## src/rtl/noc_local_inject_queue.sv

```systemverilog
// Local-port injection queue: frames tile flits, buffers them and feeds the router P input.
// Latency: accepted flit visible on noc_data_out the next cycle; no in->out combinational path.
// Backpressure: in_ready = !full; router stop_out holds the head flit for any number of cycles.
module noc_local_inject_queue #(
  parameter int Width    = 32,
  parameter int Depth    = 4,
  parameter int CntWidth = 16
) (
  input  logic                       clk,
  input  logic                       rst,
  input  logic [Width-1:0]           in_data,
  input  logic                       in_valid,
  output logic                       in_ready,
  output logic [Width-1:0]           noc_data_out,
  output logic                       noc_void_out,
  input  logic                       noc_stop_in,
  output logic [CntWidth-1:0]        pkt_count,
  output logic                       proto_err,
  output logic [$clog2(Depth):0]     level
);

  localparam int PtrW = $clog2(Depth);
  localparam int LvlW = PtrW + 1;

  typedef enum logic {IDLE, IN_PKT} state_t;

  logic [Width-1:0]    mem_q [Depth];
  logic [PtrW-1:0]     wr_ptr_q, rd_ptr_q;
  logic [LvlW-1:0]     level_q, level_d;
  logic                rdy_en_q;
  state_t              state_q, state_d;
  logic [CntWidth-1:0] pkt_cnt_q;
  logic                err_q;

  logic full, empty, accept, push, drop, pop;
  logic head_bit, tail_bit;

  assign full     = (level_q == LvlW'(Depth));
  assign empty    = (level_q == '0);
  // rdy_en_q keeps in_ready low through reset and for the release cycle
  assign in_ready = rdy_en_q && !full;
  assign accept   = in_valid && in_ready;
  assign head_bit = in_data[Width-1];
  assign tail_bit = in_data[Width-2];
  assign pop      = !empty && !noc_stop_in;

  always_comb begin
    state_d = state_q;
    push    = 1'b0;
    drop    = 1'b0;
    if (accept) begin
      case (state_q)
        IDLE: begin
          if (head_bit) begin
            push    = 1'b1;
            state_d = tail_bit ? IDLE : IN_PKT;
          end else begin
            drop = 1'b1;
          end
        end
        IN_PKT: begin
          if (!head_bit) begin
            push    = 1'b1;
            state_d = tail_bit ? IDLE : IN_PKT;
          end else begin
            drop = 1'b1;
          end
        end
        default: state_d = IDLE;
      endcase
    end
  end

  always_comb begin
    level_d = level_q;
    case ({push, pop})
      2'b10:   level_d = level_q + LvlW'(1);
      2'b01:   level_d = level_q - LvlW'(1);
      default: level_d = level_q;
    endcase
  end

  always_ff @(posedge clk) begin
    if (push) mem_q[wr_ptr_q] <= in_data;
  end

  always_ff @(posedge clk or negedge rst) begin
    if (!rst) begin
      wr_ptr_q  <= '0;
      rd_ptr_q  <= '0;
      level_q   <= '0;
      rdy_en_q  <= 1'b0;
      state_q   <= IDLE;
      pkt_cnt_q <= '0;
      err_q     <= 1'b0;
    end else begin
      rdy_en_q <= 1'b1;
      state_q  <= state_d;
      level_q  <= level_d;
      err_q    <= drop;
      if (push) wr_ptr_q <= wr_ptr_q + PtrW'(1);
      if (pop) begin
        rd_ptr_q <= rd_ptr_q + PtrW'(1);
        if (mem_q[rd_ptr_q][Width-2]) pkt_cnt_q <= pkt_cnt_q + CntWidth'(1);
      end
    end
  end

  assign noc_void_out = empty;
  assign noc_data_out = empty ? '0 : mem_q[rd_ptr_q];
  assign pkt_count    = pkt_cnt_q;
  assign proto_err    = err_q;
  assign level        = level_q;

endmodule

```

## config.mk

```make
export PLATFORM = sky130hd
export DESIGN_NAME = noc_local_inject_queue
export DESIGN_NICKNAME = d
export VERILOG_FILES = /design/src/rtl/noc_local_inject_queue.sv
export SDC_FILE = /design/constraint.sdc
export NUM_CORES = 1
export LEC_CHECK = 0
export BUFFER_PORTS_ARGS = -buffer_cell sky130_fd_sc_hd__clkbuf_2
export CORE_ASPECT_RATIO = 0.7
export CORE_MARGIN = 4
export CORE_UTILIZATION = 50
export DETAILED_ROUTE_END_ITERATION = 10
export PLACE_DENSITY = 0.71
export SYNTH_ARGS = -nofsm -noshare
export SYNTH_HDL_FRONTEND = slang
export SYNTH_SLANG_ARGS = --single-unit
```

## constraint.sdc

```tcl
create_clock -name clk -period 3.1 [get_ports clk]
set_clock_uncertainty 0.15 [all_clocks]
set_input_delay 0.465 -clock clk [delete_from_list [all_inputs] [get_ports clk]]
set_output_delay 0.465 -clock clk [all_outputs]
set_load 0.01 [all_outputs]
```

## After elaboration in Yosys (flattened, before gate mapping)

Memory sizes are Yosys's and may differ from the RTL's.
Cells that the tools add are included.

- $add $sub $neg: 5
- Equality and inequality tests: 3
- Multiplexer cells: 14
- Bitwise gates (word level): 1
- Reductions and logical operators: 9

Operators by type and width:

| operator | count |
|---|---|
| two-way mux 32 bit | 1 |
| adder 16 x 1 -> 16 bit, second input constant | 1 |
| two-way mux 1 bit | 9 |
| case mux 1 bit (2 select lines) | 3 |
| case mux 3 bit (2 select lines) | 1 |
| adder 2 x 1 -> 2 bit, second input constant | 2 |
| adder 3 x 1 -> 3 bit, second input constant | 1 |
| == test 3 bit, second input constant | 1 |
| logical AND 1 bit | 3 |
| logical NOT 1 bit | 3 |
| logical NOT 3 bit | 1 |
| subtractor 3 x 1 -> 3 bit, second input constant | 1 |
| == test 2 x 1 -> 1 bit, second input constant | 1 |
| == test 2 bit, second input constant | 1 |
| AND reduction 2 bit | 1 |
| nonzero test 2 bit | 1 |
| inverter 1 bit | 1 |

- Bits in registers: 26
- Bits in writable memories: 128
- Input port bits: 36
- Output and inout port bits: 54
- Logic and storage cells: 40
- Memories: 1

Memory list:

| memory | words | bits a word | rd ports | clocked after memory_dff | write ports | RTL line | source |
|---|---|---|---|---|---|---|---|
| mem_q | 4 | 32 | 1 | 0 | 1 | 27 | `logic [Width-1:0] mem_q [Depth];` |

## Depth between registers and ports, before layout

Gate-level depths: netlist of the first run.

- Depth after elaboration: 7
- Depth in mapped cells: 10

## Worst setup path after synthesis of the first run

Ideal clock, no wire load.

- Kind: register to register
- From: register level_q[2] (netlist: level[2])
- To: memory mem_q[0][0], enable pin
- Data arrival time: 1.890 ns
- Slack: 0.668 ns
- Cell stages (with the launch flop): 5
- Buffers on the path: 0
- Cells stage by stage: dfrtp_1 -> inv_1 -> o311ai_0 -> nor2b_1 -> and2_1

- Word-level cells in the longest chain between the ends: 7

RTL lines:

| element | RTL line | source |
|---|---|---|
| from (decl) | 29 | `logic [LvlW-1:0] level_q, level_d;` |
| from (signal assigned) | 99 | `level_q <= level_d;` |
| == test 3 bit | 38 | `assign full = (level_q == LvlW'(Depth));` |
| logical NOT 1 bit | 41 | `assign in_ready = rdy_en_q && !full;` |
| logical AND 1 bit | 41 |  |
| logical AND 1 bit | 42 | `assign accept = in_valid && in_ready;` |
| two-way mux 1 bit | 51 | `if (accept) begin` |
| two-way mux 1 bit | 84 | `if (push) mem_q[wr_ptr_q] <= in_data;` |
| two-way mux 1 bit (not written as such) | 84 |  |
| to (decl) | 27 |  |

No other way between the ends.

## Worst setup path after layout of the first run

- From: register rd_ptr_q[1]
- To: output port noc_data_out[23]

- Word-level cells in the longest chain between the ends: 2

RTL lines:

| element | RTL line | source |
|---|---|---|
| from (decl) | 28 | `logic [PtrW-1:0] wr_ptr_q, rd_ptr_q;` |
| from (signal assigned) | 103 | `rd_ptr_q <= rd_ptr_q + PtrW'(1);` |
| memory (4 x 32 bit) | n/a |  |
| two-way mux 32 bit | 110 | `assign noc_data_out = empty ? '0 : mem_q[rd_ptr_q];` |
| to (decl) | 14 | `output logic [Width-1:0] noc_data_out,` |

No other way between the ends.

==> impl_results.md, run 1 <==
* Outcome: finished, final reports clean
* Pwr Density at 851.4 nW/µm²
* Fin nets at 471
* Final setup viols at 0
* Total global routing overflow at 0
* Largest net degree at the start of global routing at 36
* Die Span X at 140.5 µm
* Post-synth EDFFs at between 100 and 150
* DR vias/cell at approximately 5.2
* Most frequent cell after synthesis: edfxtp_1
* CTS tree: built
* Core box area at roughly 12000 µm²
* DRT antenna net count at 0
* Post-route minimum period at around 2700 ps
* Share of layout cells above drive strength 1 at 37.64%
* I/O Buffers at 89
* Routed wire length at 11190 µm
* First-pass DRT Iterations at 4
* Total negative slack at 0 ps
* Data required, critical path at 2480 ps
* Skew-Pair Late Insertion Delay at around 400 ps
* FP Rows at 33
* Synthesized instance count at 322
* Worst slew pin tran at between 600 and 700 ps
* Post-CTS Setup Bufs at 0
* Syn_area_per_cell at 19.09 µm²
* Top FF cell, synth: edfxtp_1
* Maximum clock path buffer count at 2
* Total power at 6.266 mW
* Root Driver: clkbuf_16
* CTS Hold Bufs at 1
* Relative slew margins at 56.63%
* Post-synth top cells: 128 x edfxtp_1, 37 x and2_1, 32 x mux4_2
* FF+latch count, synth at 154
* Via count at 3107
* CTS Buf Count at 17
* Fin. Hold Viols at 0
* Global-route usage over all layers at 16.73%
* Fmax achieved at 0.3730 GHz
* DRC violations left at 0
* Hold Path Stages at 1
* Crit path DAT at 2070 ps
* Post-synth cell types at 32
* Element type at the critical path end: output port
* Ports at 90
* CP Class: reg -> out
* Chip height at 100.8 µm
* Cell accounting for the most synthesized area: edfxtp_1
* Post_cts resized at 0
* Antenna diode count at 0
* Crit-path max FO at 25
* HP Class: in -> reg
* H-Tree Depth at 4
* Post-DP HPWL at 7062 µm
* Synth async-reset ratio at 16.88%
* Final Max Tran Viols at 0
* Startpoint Class: flip-flop
* Util after Layout at 62.11%
* Top cells by area, synth: edfxtp_1 63%, mux4_2 12%, dfrtp_1 11%, and2_1 3.8%, xnor2_1 1.6%
* Initial Util at 51.86%
* Worst R2R Path Depth at 10
* Routability cong. at 0.7428
* Yosys warning count at 0
* Clk sink count at 154
* Number of global-route vias before repair at 3244
* First-pass GRT wire length at 17710 µm
* Unrepaired setup endpoints after global routing: false
* Detailed Route Iter0 Violations at 187
* Peak VDD IR at roughly 0.57 mV
* Max-cap violations at 0
* Area Growth Syn to Fin at 19.75%
* Post-synthesis sequential area ratio at between 70 and 80%
* Initial antenna violation count at 0
* Die area at 14160 µm²
* Drt wl/cell at 18.72 µm
* Synth top area share at 62.54%
* FILL cells at 873
* Tcrit/Tclk final at 86.47%
* Net count of the mapped netlist at 365
* Lkg Pwr at about 2.8 nW
* Clock transition at path regs at 60 ps
* Post-Syn Area at 6146 µm²
[critical path, stage by stage (launching register included)]
cell	delay [ps]
dfrtp_2	780
buf_4	270
mux4_2	310
and2_1	170
clkbuf_2	120
[flip-flops by register name, indices dropped and copies added, names as in the netlist]
signal,flops
rd_ptr_q,2
wr_ptr_q,2
state_q,1
level,3
proto_err,1
mem_q,128
pkt_count,16
rdy_en_q,1
[placed cells by master (no fill, tap or decap), types with 2 or more instances in the layout]
master	count
ha_1	6
nand3_1	4
clkbuf_1	3
and2_1	33
edfxtp_1	128
dfrtp_2	2
and3_1	2
clkinvlp_4	2
nor3_2	2
mux4_2	32
dfrtp_1	24
nor3_1	5
buf_12	2
xor2_1	11
clkinv_1	6
and2_2	4
buf_4	7
nand2_1	9
nor2_1	6
xnor2_1	11
nand4_1	2
inv_1	14
clkbuf_16	17
nor4_4	2
clkinv_2	3
clkbuf_2	89
[final cells by class]
type                       instances  area (µm²)  share of cell area (%)
clock buffer                      20       436.7                   5.933
clock inverter                    12       82.58                   1.122
inverter                          14       52.55                  0.7140
multi-input combinational        142        1546                   21.01
sequential                       154        4497                   61.10
tap                              157       196.4                   2.669
timing repair buffer              99       548.0                   7.446
[routing by layer]
metal  global-route usage, %  up-vias  wire [µm]
met2                   26.07       76       5445
met1                   22.90     1584       5036
li1                        -     1443          -
met5                       0        -          0
met3                   5.974        4        674
met4                   4.244        0         38
[worst paths after layout]
path	slack [ps]	to	from
max in group asynchronous	1870	rd_ptr_q[1]$_DFFE_PN0P_	rst
max	420	noc_data_out[23]	rd_ptr_q[1]$_DFFE_PN0P_
max reg2reg	490	level[2]$_DFFE_PN0P_	level[2]$_DFFE_PN0P_
min in group asynchronous	470	pkt_count[10]$_DFFE_PN0P_	rst
min reg2reg	340	pkt_count[13]$_DFFE_PN0P_	pkt_count[13]$_DFFE_PN0P_
min	130	mem_q[1][16]$_DFFE_PP_	in_data[16]
[cell families after synthesis]
kind of cell,after synthesis,share of synthesized area (%)
xor+xnor,22,3.135
buf+inv,26,1.792
fa+ha+maj,7,1.547
simple gates,74,7.736
mux,34,12.07
flops,154,73.13
compound gates,4,0.5295
other cells,1,0.06102
[report_power, final]
group	internal, mW	switching (mW)	total, mW
Sequential	2.44	0.181	2.62
Combinational	0.916	0.910	1.83
Clock	1.08	0.739	1.82
[metrics by stage]
stage | hold WS [ps] | instances | setup slack [ps] | cell area [µm²]
2_1_floorplan | 19.41 | 322 | 668.2 | 6146
3_3_place_gp | 308.5 | 565 | 619.8 | 6830
3_5_place_dp | 337.6 | 565 | 482.3 | 6830
4_1_cts | 110.6 | 598 | 359.3 | 7360
5_1_grt | 110.4 | 598 | 205.1 | 7360
6_report | 126.6 | 598 | 419.3 | 7360
Note: power is estimated with default switching activity, not from simulation.
==> run 2: changes to the inputs <==
REMOVE_ABC_BUFFERS = 1   (was default)
==> run 2 against run 1 <==
  * Sequential cell count did not move
  * Clock power rose by 7%
  * Sequential power rose by 3%
  * Via count rose by 1.3%
  * Sequential share of layout area fell by 0.46 points
==> impl_results.md, run 2 (synthesis results as in run 1) <==
* Unrepaired setup endpoints after global routing: false
* CTS tree: built
* FILL cells at 858
* Total negative slack at 0 ps
* Pwr Density at roughly 860 nW/µm²
* Reg power frac at 42.1%
* Reg2reg end: level[2]$_DFFE_PN0P_
* Die area at 14160 µm²
* Data required, critical path at 2480 ps
* Skew-Pair Late Insertion Delay at roughly 400 ps
* I/O Buffers at 89
* Element type at the critical path end: output port
* Routed wire length at 11400 µm
* Flop2flop setup slack at 500 ps
* Hold path start: in_data[23]
* Chip height at 100.8 µm
* Design area at 7416 µm²
* Clock transition at path regs at 60 ps
* Min-Delay Endpoint: mem_q[0][23]$_DFFE_PP_
* Root Driver: clkbuf_16
* Detailed Route Iter0 Violations at ~260
* Initial Util at around half
* Die Span X at 140.5 µm
* Fin nets at around 470
* HP Class: in -> reg
* CP Class: reg -> out
* DRT antenna net count at 0
* DR vias/cell at 5.289
* Power share of the combinational group at 27.6%
* Crit-path max FO at 21
* DRC violations left at 0
* Lkg Pwr at 2.779 nW
* Number of global-route vias before repair at 3398
* Drt wl/cell at 19.15 µm
* FP Rows at 33
* Antenna diode count at 0
* Global-route usage over all layers at 17.15%
* Clock power frac at 30.3%
* First-pass GRT wire length at 18080 µm
* Worst slew pin tran at 916.0 ps
* Routability cong. at about 0.79
* Largest net degree at the start of global routing at 36
* Area Growth Syn to Fin at 20.66%
* Tcrit/Tclk final at between 90% and 100%
* Initial antenna violation count at 0
* Post-route minimum period at 2832 ps
* Commonest non-fill, non-tap cells in the layout: 128 x edfxtp_1, 89 x clkbuf_2, 33 x and2_1, 32 x mux4_2, 24 x dfrtp_1
* Final setup viols at 0
* Via count at 3147
* CTS Buf Count at 17
* Crit path DAT at around 2200 ps
* Worst R2R Path Depth at 10
* Fmax achieved at about 0.35 GHz
* Peak VDD IR at 0.4647 mV
* Reg-to-Reg Start: level[2]$_DFFE_PN0P_
* Leading cell type in the layout, fill and taps excluded: edfxtp_1
* Max-cap violations at 0
* Relative slew margins at 38.93%
* Outcome: finished, final reports clean
* Switching Power at between 1.5 and 2 mW
* Largest reg by FF count: mem_q
* Total global routing overflow at 0
* Post-DP HPWL at 7307 µm
* Startpoint Class: flip-flop
* Sw Ratio at 29.31%
* Internal at between 4 and 5 mW
* Share of layout cells above drive strength 1 at 38.36%
* Hold Path Stages at 1
* H-Tree Depth at 4
* Largest register FFs at 128
* Ports at 90
* Clk sink count at 154
* Core box area at between 10000 and 15000 µm²
* Maximum clock path buffer count at 2
* Fin. Hold Viols at 0
* First-pass DRT Iterations at 5
* Post-CTS Setup Bufs at 0
* Final Max Tran Viols at 0
* Cell area after placement at 6845 µm²
## run 2: cell types whose count changed in the layout (fill, tap and decap cells not counted), moves of 2 or more
cell and delta:
clkinv_4 +2, buf_12 +3, buf_4 -6, clkbuf_1 -2
clkinv_1 -3
## run 2: timing repair
item / in CTS / in global routing
gates resized for setup: 0 / 0
hold endpoints to repair: 26 / 0
hold buffers: 1 / 0
## run 2: area by class of cell
type,count,area (µm²),share of cell area [%]
Multi-Input combinational cell,142,1546,20.85
Sequential cell,154,4497,60.64
Timing Repair Buffer,96,563.0,7.592
Tap cell,157,196.4,2.649
Inverter,14,52.55,0.7086
Clock buffer,18,429.2,5.787
Clock inverter,14,131.4,1.772
## run 2: how the worst max path moves through the flow
stage                                  startpoint                    to  slack (ps)  cells past startpoint
after floorplan           rd_ptr_q[0]$_DFFE_PN0P_      noc_data_out[30]         150                      2
after global placement       level[2]$_DFFE_PN0P_  level[2]$_DFFE_PN0P_         630                     10
after detailed placement     level[2]$_DFFE_PN0P_  level[2]$_DFFE_PN0P_         530                     10
after CTS                 rd_ptr_q[0]$_DFFE_PN0P_      noc_data_out[13]         180                      4
after global routing      rd_ptr_q[0]$_DFFE_PN0P_      noc_data_out[13]         100                      4
final                     rd_ptr_q[0]$_DFFE_PN0P_      noc_data_out[28]         270                      4
## run 2: critical path, cell delays in order, from the launching register on
cell      delay, ps
dfrtp_2         670
buf_12          280
mux4_2          510
and2_1          200
clkbuf_2        140
## run 2: through the flow
step           worst slack [ps]  cells  utilization, %  total power [mW]  hold slack, ps
2_1_floorplan             149.1    310               -             3.808           19.41
3_3_place_gp              632.4    562           57.77             4.493           309.2
3_5_place_dp              527.9    562           57.77             4.548           307.5
4_1_cts                   181.1    595           62.58             6.498           104.4
5_1_grt                   102.1    595           62.58             6.757           103.7
6_report                  268.3    595           62.58             6.411           119.5
## run 2: per-layer routing
metal | global-route usage (%) | part of all wire, % | vias up
met1 | 22.23 | 44 | 1625
met4 | 5.361 | 0.50 | 0
met5 | 0 | 0 | -
met3 | 6.306 | 6.6 | 6
li1 | - | - | 1436
met2 | 27.46 | 49 | 80
## run 2: power by group through the flow
stage / logic (mW) / registers [mW] / clock network [mW]
2_1_floorplan: 1.07 / 2.74 / 0
6_report: 1.77 / 2.70 / 1.94
4_1_cts: 1.81 / 2.70 / 1.98
5_1_grt: 1.95 / 2.73 / 2.08
3_3_place_gp: 1.78 / 2.72 / 0
3_5_place_dp: 1.80 / 2.75 / 0
